**config.mk**
```make
export PLATFORM = sky130hd
export DESIGN_NAME = fft_bitrev_out_flat
export DESIGN_NICKNAME = d
export VERILOG_FILES = /design/src/rtl/fft_bitrev_out_if.sv /design/src/rtl/fft_bitrev_out.sv /design/src/flat_wrapper.sv
export SDC_FILE = /design/constraint.sdc
export NUM_CORES = 1
export LEC_CHECK = 0
export CORE_MARGIN = 2
export CORE_UTILIZATION = 45
export DETAILED_ROUTE_END_ITERATION = 12
export GPL_ROUTABILITY_DRIVEN = 0
export HOLD_SLACK_MARGIN = 0.15
export PLACE_DENSITY = 0.61
export SYNTH_ARGS = -nofsm -noshare
export SYNTH_HDL_FRONTEND = slang
export SYNTH_SLANG_ARGS = --single-unit
```
**constraint.sdc**
```tcl
create_clock -name clk -period 3.1 [get_ports clk]
set_clock_uncertainty 0.1 [all_clocks]
set_input_delay 0.62 -clock clk [delete_from_list [all_inputs] [get_ports clk]]
set_output_delay 0.62 -clock clk [all_outputs]
set_load 0.03 [all_outputs]
```
**src/rtl/fft_bitrev_out_if.sv**
```systemverilog
// Purpose: handshake bundle between the FFT core, the reorder buffer and the consumer.
// Ports: in_valid/in_sop/in_data/in_ready (core side), out_valid/out_ready/out_data/out_last (consumer side).
// Modports: slave = reorder buffer view, master = driver/consumer view.
interface fft_bitrev_out_if #(
  parameter int DATA_W = 32
);
  logic              in_valid;
  logic              in_sop;
  logic [DATA_W-1:0] in_data;
  logic              in_ready;
  logic              out_valid;
  logic              out_ready;
  logic [DATA_W-1:0] out_data;
  logic              out_last;

  modport slave (
    input  in_valid, in_sop, in_data, out_ready,
    output in_ready, out_valid, out_data, out_last
  );

  modport master (
    output in_valid, in_sop, in_data, out_ready,
    input  in_ready, out_valid, out_data, out_last
  );
endinterface

```
**src/rtl/fft_bitrev_out.sv**
```systemverilog
// Purpose: ping-pong reorder buffer; bit-reversed FFT results in, natural-order words out.
// Latency: first natural-order word valid the cycle after the 16th write; 1 word/cycle both sides.
// Backpressure: in_ready drops only when both banks are full; out_data/out_last hold while out_ready is low.
// Ports: clk, rst_n (async, active low); bus (slave modport: in/out handshakes);
//        sop_err (sticky early-restart flag); frame_cnt (frames fully drained, wraps).
module fft_bitrev_out #(
  parameter int N_POINTS = 16,
  parameter int DATA_W   = 32
) (
  input  logic                clk,
  input  logic                rst_n,
  fft_bitrev_out_if.slave     bus,
  output logic                sop_err,
  output logic [7:0]          frame_cnt
);

  localparam int LOG2N = $clog2(N_POINTS);
  localparam logic [LOG2N-1:0] LAST_IDX = LOG2N'(N_POINTS - 1);

  // Storage and control state
  logic [DATA_W-1:0] mem [2][N_POINTS];
  logic [1:0]        full;
  logic              wb;
  logic              rb;
  logic [LOG2N-1:0]  wcnt;
  logic [LOG2N-1:0]  rcnt;

  logic              in_ready_w;
  logic              out_valid_w;
  logic              wr_acc;
  logic              rd_acc;
  logic              resync;
  logic [LOG2N-1:0]  wr_addr;

  function automatic logic [LOG2N-1:0] bitrev(input logic [LOG2N-1:0] v);
    logic [LOG2N-1:0] r;
    r = '0;
    for (int i = 0; i < LOG2N; i++) begin
      r[i] = v[LOG2N-1-i];
    end
    return r;
  endfunction

  // Ready/valid depend on registered flags only, so there is no combinational
  // path from in_valid or out_ready.
  assign in_ready_w  = ~full[wb];
  assign out_valid_w = full[rb];

  assign wr_acc = bus.in_valid & in_ready_w;
  assign rd_acc = out_valid_w & bus.out_ready;

  // An sop in the middle of a frame throws away the partial frame and
  // restarts it with this word as element 0 (bitrev(0) == 0).
  assign resync  = bus.in_sop & (wcnt != '0);
  assign wr_addr = resync ? '0 : bitrev(wcnt);

  assign bus.in_ready  = in_ready_w;
  assign bus.out_valid = out_valid_w;
  assign bus.out_data  = mem[rb][rcnt];
  assign bus.out_last  = out_valid_w & (rcnt == LAST_IDX);

  // Frame memory is deliberately not reset; full flags gate its visibility.
  always_ff @(posedge clk) begin
    if (wr_acc) begin
      mem[wb][wr_addr] <= bus.in_data;
    end
  end

  // The writer only ever targets a non-full bank and the reader a full one,
  // so the set and clear of full[] below never hit the same bit in a cycle.
  always_ff @(posedge clk or negedge rst_n) begin
    if (!rst_n) begin
      full      <= '0;
      wb        <= 1'b0;
      rb        <= 1'b0;
      wcnt      <= '0;
      rcnt      <= '0;
      frame_cnt <= '0;
      sop_err   <= 1'b0;
    end else begin
      if (wr_acc) begin
        if (resync) begin
          wcnt    <= LOG2N'(1);
          sop_err <= 1'b1;
        end else if (wcnt == LAST_IDX) begin
          full[wb] <= 1'b1;
          wb       <= ~wb;
          wcnt     <= '0;
        end else begin
          wcnt <= wcnt + 1'b1;
        end
      end

      if (rd_acc) begin
        if (rcnt == LAST_IDX) begin
          full[rb]  <= 1'b0;
          rb        <= ~rb;
          rcnt      <= '0;
          frame_cnt <= frame_cnt + 8'd1;
        end else begin
          rcnt <= rcnt + 1'b1;
        end
      end
    end
  end

endmodule

```
**src/flat_wrapper.sv**
```systemverilog
// flat-port wrapper written by rule: the top's interface ports become plain ports
module fft_bitrev_out_flat 
#(
  parameter int N_POINTS = 16,
  parameter int DATA_W   = 32
)
  (clk, rst_n, sop_err, frame_cnt, bus_in_valid, bus_in_sop, bus_in_data, bus_out_ready, bus_in_ready, bus_out_valid, bus_out_data, bus_out_last);
  fft_bitrev_out_if #(.DATA_W(DATA_W)) bus_i ();
  input  logic clk;
  input  logic rst_n;
  output logic sop_err;
  output logic [7:0] frame_cnt;
  input wire logic [$bits(bus_i.in_valid)-1:0] bus_in_valid;
  input wire logic [$bits(bus_i.in_sop)-1:0] bus_in_sop;
  input wire logic [$bits(bus_i.in_data)-1:0] bus_in_data;
  input wire logic [$bits(bus_i.out_ready)-1:0] bus_out_ready;
  output wire logic [$bits(bus_i.in_ready)-1:0] bus_in_ready;
  output wire logic [$bits(bus_i.out_valid)-1:0] bus_out_valid;
  output wire logic [$bits(bus_i.out_data)-1:0] bus_out_data;
  output wire logic [$bits(bus_i.out_last)-1:0] bus_out_last;
  assign bus_i.in_valid = bus_in_valid;
  assign bus_i.in_sop = bus_in_sop;
  assign bus_i.in_data = bus_in_data;
  assign bus_i.out_ready = bus_out_ready;
  assign bus_in_ready = bus_i.in_ready;
  assign bus_out_valid = bus_i.out_valid;
  assign bus_out_data = bus_i.out_data;
  assign bus_out_last = bus_i.out_last;
  fft_bitrev_out #(.N_POINTS(N_POINTS), .DATA_W(DATA_W)) u_core (.clk(clk), .rst_n(rst_n), .bus(bus_i), .sop_err(sop_err), .frame_cnt(frame_cnt));
endmodule
```
Word-level counts from Yosys, hierarchy flattened
Memory sizes are Yosys's and may differ from the RTL's.
Index checks and enable logic that the tools add are counted.
- bits in registers: 21
- RAM bits: 1024
- input port bits: 37
- word-level logic and storage cells: 64
- memories kept: 1
- memory list (memory ; depth ; bits a word ; rd ports ; clocked after memory_dff ; wr ports ; RTL line ; RTL):
    u_core.mem ; 2 ; 512 ; 1 ; 0 ; 1 ; fft_bitrev_out.sv:21 ; logic [DATA_W-1:0] mem [2][N_POINTS];
- $add $sub $neg: 3
- order comparisons: 7
- equal/unequal tests: 2
- muxes and demuxes: 24
- bitwise gates (word level): 13
- reductions and logical operators: 7
- operator list (cell ; count):
    512-bit two-way mux ; 1
    32-bit binary-select mux with 4-bit select ; 1
    32-bit demux with 4-bit select ; 1
    32-bit two-way mux ; 3
    4-bit two-way mux ; 4
    5-bit greater-or-equal comparator (second input constant) ; 2
    2-bit two-way mux ; 5
    4-bit inverter with 5-bit output ; 2
    4-bit by 1-bit adder with 4-bit output (second input constant) ; 2
    8-bit by 1-bit adder with 8-bit output (second input constant) ; 1
    4-bit == test (second input constant) ; 2
    1-bit two-way mux ; 7
    5-bit by 1-bit less-than comparator with 1-bit output (second input constant) ; 1
    1-bit bitwise AND ; 4
    1-bit by 2-bit less-than comparator with 1-bit output (second input constant) ; 2
    1-bit inverter ; 4
    2-bit AND reduction ; 2
    4-bit nonzero test ; 1
    1-bit logical AND ; 3
    3-bit AND reduction ; 1
    2-bit bitwise AND ; 1
    1-bit demux with 1-bit select ; 2
    1-bit greater-or-equal comparator (second input constant) ; 2
    2-bit inverter ; 1
    2-bit OR ; 1

Depth between registers and ports, before layout
Gate-level depths: netlist of run 1.
- depth after elaboration: 11
- depth in mapped cells: 8
- mapped depth without buffers: 6

Worst setup path after synthesis of run 1
No wires, ideal clock.
- path kind: reg-to-reg
- from: reg u_core.wb
- to: mem u_core.mem[1][100] in the netlist's numbering (enable)
- library setup time: 421 ps
- arrival: 2859 ps
- setup slack: -281 ps
- stages on the path, launching flop included: 6
- buffers on the path: 0
- period minus slack after synthesis: 3381 ps
- path through: dfrtp_1 -> mux2i_2 -> nand2_2 -> nor2_4 -> nand3_2 -> nor2_1
- cells in the longest elaborated chain, start to end: 6
- ends and longest elaborated chain (item ; RTL line ; RTL):
    start, declared ; fft_bitrev_out.sv:23 ; logic wb;
    start signal, assigned ; fft_bitrev_out.sv:87 ; wb <= ~wb;
    1-bit two-way mux (implied by the code) (2 in a row) ; fft_bitrev_out.sv:46 ; assign in_ready_w = ~full[wb];
    1-bit inverter ; fft_bitrev_out.sv:46 ;
    named net bus_in_ready ; flat_wrapper.sv:17 ; output wire logic [$bits(bus_i.in_ready)-1:0] bus_in_ready;
    1-bit bitwise AND ; fft_bitrev_out.sv:49 ; assign wr_acc = bus.in_valid & in_ready_w;
    1-bit two-way mux ; fft_bitrev_out.sv:64 ; if (wr_acc) begin
    512-bit two-way mux (implied by the code) ; fft_bitrev_out.sv:65 ; mem[wb][wr_addr] <= bus.in_data;
    end, declared ; fft_bitrev_out.sv:21 ;
The timed path passes the listed nets, and every way through them passes these cells. The select of a mux whose other input is x is not followed.

Worst setup path after layout of run 1
- from: reg u_core.rcnt[0]
- to: out bus_out_data[19]
- cells in the longest elaborated chain, start to end: 4
- ends and longest elaborated chain (item ; RTL line ; RTL):
    start, declared ; fft_bitrev_out.sv:26 ; logic [LOG2N-1:0] rcnt;
    start signal, assigned ; fft_bitrev_out.sv:101 ; rcnt <= rcnt + 1'b1;
    4-bit inverter with 5-bit output (implied by the code) ; fft_bitrev_out.sv:59 ; assign bus.out_data = mem[rb][rcnt];
    32-bit binary-select mux with 4-bit select ; fft_bitrev_out.sv:59 ;
    32-bit two-way mux (implied by the code) (2 in a row) ; fft_bitrev_out.sv:59 ;
    end, declared ; flat_wrapper.sv:19 ; output wire logic [$bits(bus_i.out_data)-1:0] bus_out_data;
No other way between the ends. The select of a mux whose other input is x is not followed.

==> impl_metrics.toml, run 1 <==
[setup_path]
slowest_stage = "dfrtp_4"
start_kind = "flop"
cp_max_fo = 8
crit_required_ns = 2.38
worstSetupEndpointType = "primary output"
path_common_cell = "buf_12"
critPathMaxStageDelay_ns = 0.52
worstPathCellList = "buf_12 > buf_16 > buf_16 > buf_12 > buf_6 > mux2i_2 > a22oi_2 > a31oi_1 > nand3_2 > buf_12"
worstSetupPathType = "reg -> out"
arrival_ns = 2.69

[cells_and_area]
layout-drive-gt1-share = 0.241
layout_common_cells = "1,024 x edfxtp_1, 478 x mux2i_1, 120 x buf_4, 115 x clkbuf_16, 111 x nand2_1"
fin_nets = 2699
syn_to_final_growth_pct = 24.7
fillCellCount = 6755
regArea_sq_um = 31300
layout_commonest_cell = "edfxtp_1"
utilization = 0.568
multi_input_area_sq_um = 10100
finalInstanceArea_sq_um = 51200
num_antenna_cells = 0
stdcell_count = 3920

[clocking]
cts_tree = "yes"
clk_latency_ns = 0.65
cts_buffers = 103
path_clk_slew_ns = 0.06
root_buffer = "clkbuf_16"
clock_sinks = 1045
clockBufferDepth = 3
h-tree-depth = 3

[run_status]
outcome = "finished, violations left"
violations = "negative setup slack"

[yosys]
synth_top_family_by_area = "multiplexers"
yosys.area_share.simple = 0.0346
yosysTopAreaCell = "edfxtp_1"
mappedNetlistNets = 2364
synth_fa_ha_area_frac = 0.00122
synth.cell_area_sq_um = 41100
async_reset_ff_frac = 0.0201
yosys_warnings = 0
synth_edf_count = 1024
seq_area_frac_synth = 0.761
ys_types = 47
synth-xor-area-share = 0.00213
synth_compound_area_frac = 0.0509
ys.flop_type = "edfxtp_1"
synth_top_area_share = 0.748
synthMuxAreaShare = 0.126
synth_seq_cells = 1045
avgSynthCellArea_sq_um = 17.7
yosys-top-cells-area = "edfxtp_1 75%, mux2i_1 12%, a22oi_1 1.8%, a22o_1 1.4%, dfrtp_1 1.3%"
synthCells = 2323

[timing]
setup_violations = 32
fin_ws_ns = -0.313
drv_slew = 0
fin_crit_sh = 1.10
fmax_mhz = 293
hold_viol = 0
rsz0062_at_grt = "true"
worstMarginPinSlew_ns = 0.983
period_needed_ns = 3.41
fin_hold_ws_ns = 0.303
relSlewSlack = 0.343

[die]
num_rows = 110
die_h_um = 306
core_area_sq_um = 90300
io_pins = 81
dieArea_sq_um = 93700
die_w_um = 306
start_util = 0.455

[placement]
placed_cells = 3634
io_buffers = 80
placed_cell_area_sq_um = 45100
hpwl_um = 59700

[routing]
viasPerCell = 5.77
drc = 0
vias = 22600
drt_iter0_markers = 2147
postRouteAntennaNets = 0
wl_per_cell_um = 27.3
totalWireLength_um = 107000
first_pass_iters = 5

[job]
drv_cap = 0

[global_routing]
track_usage = 0.223
antenna_found_initial = 0
grt_start_max_net_pins = 47
grt_pass1_vias = 22600
overflow = 0
grt_pass1_wl_um = 152000

[worst_hold_path]
holdCritPathClass = "in -> async"

[power_and_ir_drop]
p_per_area_nw_per_um2 = 680
leakagePower_nw = 16.2
irDropWorstVdd_uv = 445
path summary, 6_finish.rpt:
check                               start             endpoint  slack [ns]  depth (start not counted)
setup / recovery           u_core.rcnt[0]     bus_out_data[19]       -0.31                         10
hold / removal                      rst_n  u_core.frame_cnt[4]        0.30                          1
setup reg to reg           u_core.wcnt[0]    u_core.mem[0][63]        0.46                          7
hold reg to reg            u_core.sop_err       u_core.sop_err        0.37                          1
max in group asynchronous           rst_n            u_core.wb        2.01                          2
min in group clk           u_core.sop_err       u_core.sop_err        0.37                          1
state kept, by name (all words and copies together) (netlist names):
name	count
u_core.frame_cnt	8
u_core.full	2
u_core.mem	1024
u_core.rb	1
u_core.rcnt	4
u_core.sop_err	1
u_core.wb	1
u_core.wcnt	4
layer usage:
layer | global-route usage | vias up | wire (um)
li1 | - | 9927 | -
met1 | 0.315 | 11700 | 45600
met2 | 0.359 | 855 | 51600
met3 | 0.0397 | 146 | 7640
met4 | 0.0597 | 0 | 2210
met5 | 0 | - | 0
Yosys cell counts (2+ instances only):
| cell type | n |
|---|---|
| a21oi_1 | 99 |
| a22o_1 | 65 |
| a22oi_1 | 96 |
| a31oi_1 | 32 |
| and2_1 | 2 |
| buf_1 | 8 |
| buf_12 | 11 |
| buf_2 | 39 |
| buf_4 | 34 |
| buf_6 | 8 |
| buf_8 | 8 |
| clkbuf_1 | 20 |
| dfrtp_1 | 21 |
| edfxtp_1 | 1024 |
| ha_1 | 4 |
| inv_1 | 2 |
| mux2i_1 | 512 |
| nand2_1 | 112 |
| nand2_2 | 2 |
| nand2b_1 | 6 |
| nand3_1 | 100 |
| nand3_2 | 3 |
| nand4_1 | 2 |
| nor2_1 | 39 |
| nor2_4 | 2 |
| nor2b_1 | 3 |
| nor3_1 | 33 |
| o21ai_0 | 8 |
| or3_1 | 2 |
| xnor2_1 | 6 |
| xor2_1 | 4 |
repair_timing:
item | CTS | global route
gates cloned | 21 | 10
pin swaps | 98 | 91
buffers inserted | 51 | 24
setup endpoints to repair | 33 | 33
gates resized for setup | 242 | 87
hold buffers | 0 | 0
stage by stage:
step	setup WS [ns]	power, mW	TNS, ns
2_1_floorplan	-0.281	19.5	-244.02
3_3_place_gp	0.0834	21.2	0
3_5_place_dp	0.0520	21.3	0
4_1_cts	-0.324	34.8	-8.82
5_1_grt	-0.435	35.9	-10.52
6_report	-0.313	34.9	-7.69
report_power, final:
group          internal, mW  switching, mW  total [mW]  leakage, nW
logic                  3.08           3.31        6.39         5.08
clock network          7.30           5.13        12.4         1.67
registers              15.9          0.122        16.0         9.50
area by class of cell:
cell class / count / share of cell area
flip-flops and latches: 1045 / 0.610
multi-input cells: 1147 / 0.197
well taps: 1176 / 0.0287
clock inverters: 65 / 0.0121
clock buffers: 126 / 0.0538
repair buffers: 359 / 0.0983
inverters: 2 / 0.000146
critical path, delay by kind of cell (launching register included):
family	cells	cell delay, ns
simple gates	1	0.14
compound gates	2	0.27
mux	1	0.17
buf+inv	6	0.90
flops	1	0.52
cell families after synthesis:
logic type / after synthesis
simple gates: 310
fa+ha+maj: 4
flops: 1045
buf+inv: 131
mux: 515
compound gates: 308
xor+xnor: 10
Power figures use the tool's default switching activity.
==> inputs of run 2 (changes only) <==
Clock period 3.1 ns to 3 ns, I/O delays scaled along.
==> impl_metrics.toml, run 2 (synthesis gave the netlist of run 1 again) <==
[setup_path]
r2r-end = "u_core.mem[0][120]"
crit_required_ns = 2.30
worstSetupPathType = "reg -> out"
slowest_stage = "dfrtp_4"
critPathMaxStageDelay_ns = 0.49
worstSetupEndpointType = "primary output"
worstPathCellList = "buf_12 > buf_16 > mux2i_2 > a22o_1 > nor3_1 > a31oi_1 > nand3_1 > buf_6"
start_kind = "flop"
crit_end = "bus_out_data[27]"
startpoint = "u_core.rcnt[0]"
regToRegStartpoint = "u_core.wcnt[0]"
reg2reg_slack_ns = 0.53
arrival_ns = 2.75
reg2reg_depth = 9
cp_max_fo = 12

[clocking]
h-tree-depth = 3
clock_sinks = 1045
clockBufferDepth = 3
ctsHoldBuffers = 0
clk_latency_ns = 0.67
cts_tree = "yes"
cts_buffers = 103
path_clk_slew_ns = 0.06
root_buffer = "clkbuf_16"

[timing]
fin_crit_sh = 1.15
rsz0062_at_grt = "true"
setup_violations = 32
fin_ws_ns = -0.447
period_needed_ns = 3.45
fin_hold_ws_ns = 0.338
final.setup.tns_ns = -10.96
worstMarginPinSlew_ns = 0.994
drv_slew = 0
fmax_mhz = 290
relSlewSlack = 0.335
hold_viol = 0

[die]
die_w_um = 306
dieArea_sq_um = 93700
num_rows = 110
io_pins = 81
die_h_um = 306
core_area_sq_um = 90300
start_util = 0.455

[run_status]
violations = "negative setup slack"
outcome = "finished, violations left"

[cells_and_area]
layout_common_cells = "1,024 x edfxtp_1, 503 x mux2i_1, 128 x buf_4, 111 x clkbuf_16, 110 x nand2_1"
layout-drive-gt1-share = 0.206
reg.largest.list = "u_core.mem (1024), u_core.frame_cnt (8)"
fin_nets = 2672
layout_commonest_cell = "edfxtp_1"
syn_to_final_growth_pct = 22.0
max_flop_register = "u_core.mem"
largest_register_ffs = 1024

[power_and_ir_drop]
p_clk_frac = 0.355
pwr-share-seq = 0.473
leakagePower_nw = 15.9
p_per_area_nw_per_um2 = 699
switching_power_mw = 8.69
p_comb_frac = 0.173
netSwitchingFraction = 0.248
internal_power_mw = 26.4
irDropWorstVdd_uv = 511

[job]
drv_cap = 0

[routing]
totalWireLength_um = 106000
wl_per_cell_um = 27.1
viasPerCell = 5.75
postRouteAntennaNets = 0
drc = 0
first_pass_iters = 5
vias = 22400
drt_iter0_markers = 2458

[placement]
hpwl_um = 57500
io_buffers = 80

[global_routing]
track_usage = 0.222
overflow = 0
grt_start_max_net_pins = 33
antenna_found_initial = 2
grt_pass1_vias = 22300
grt_pass1_wl_um = 151000

[worst_hold_path]
holdCritPathClass = "in -> async"
-- run 2: worst min path at each step --
| stage | start | end | slack [ns] | depth (start not counted) |
|---|---|---|---|---|
| after floorplan | rst_n | u_core.frame_cnt[0] | 0.20 | 0 |
| after global placement | u_core.frame_cnt[7] | u_core.frame_cnt[7] | 0.37 | 1 |
| after detailed placement | u_core.frame_cnt[7] | u_core.frame_cnt[7] | 0.37 | 1 |
| after CTS | rst_n | u_core.frame_cnt[0] | 0.34 | 1 |
| after global routing | rst_n | u_core.frame_cnt[0] | 0.39 | 1 |
| final | rst_n | u_core.frame_cnt[0] | 0.34 | 1 |
-- run 2: area by class of cell --
| class | count | area [sq um] |
|---|---|---|
| fillers | 6859 | 40100 |
| flip-flops and latches | 1045 | 31300 |
| multi-input cells | 1147 | 9580 |
| repair buffers | 332 | 4540 |
| clock buffers | 130 | 2740 |
| well taps | 1176 | 1470 |
| clock inverters | 59 | 518 |
| inverters | 2 | 7.51 |
| diodes | 2 | 5.00 |
-- run 2: stage by stage --
stage               cell area, sq um  instances  total power, mW  setup slack, ns  utilization
detailed placement             45100       3638             22.0           0.0636        0.500
finish                         50200       3893             35.0           -0.447        0.555
global placement               45100       3638             21.9           0.0811        0.500
global route                   50100       3892             36.1           -0.493        0.555
floorplan                      41100       2323             20.2           -0.381            -
CTS                            49500       3869             34.9           -0.417        0.549
-- run 2: power by group through the flow --
stage                     clock network (mW)  registers, mW  logic [mW]
final                                   12.4           16.6        6.05
after global routing                    13.2           16.6        6.36
after CTS                               12.6           16.6        5.74
after detailed placement                   0           16.9        5.11
after global placement                     0           16.9        5.05
after floorplan                            0           16.9        3.30
-- run 2: repair_timing --
action | CTS | global route
setup buffers | 31 | 15
cloned | 11 | 7
resized for setup | 104 | 57
pin swaps | 24 | 27
endpoints found under the setup margin | 34 | 34
-- run 2: worst max-delay path: cells and delay by family, from the launching register on --
kind | cells | cell delay (ns)
muxes | 1 | 0.26
AOI/OAI and AO/OA | 2 | 0.49
and+or+nand+nor | 2 | 0.26
buffers and inverters | 3 | 0.56
DFF | 1 | 0.49
-- run 2: per-layer routing --
layer,track usage,share of wire,vias to the layer above
li1,-,-,9847
met1,0.319,0.44,11500
met2,0.349,0.47,849
met3,0.0374,0.067,171
met4,0.0667,0.028,0
met5,0,0,-
==> inputs of run 3 (changes only) <==
Settings changed: SLEW_MARGIN set to 20.
==> results of run 3 <==
Final layout, timing and power as in run 2 (identical DEF).
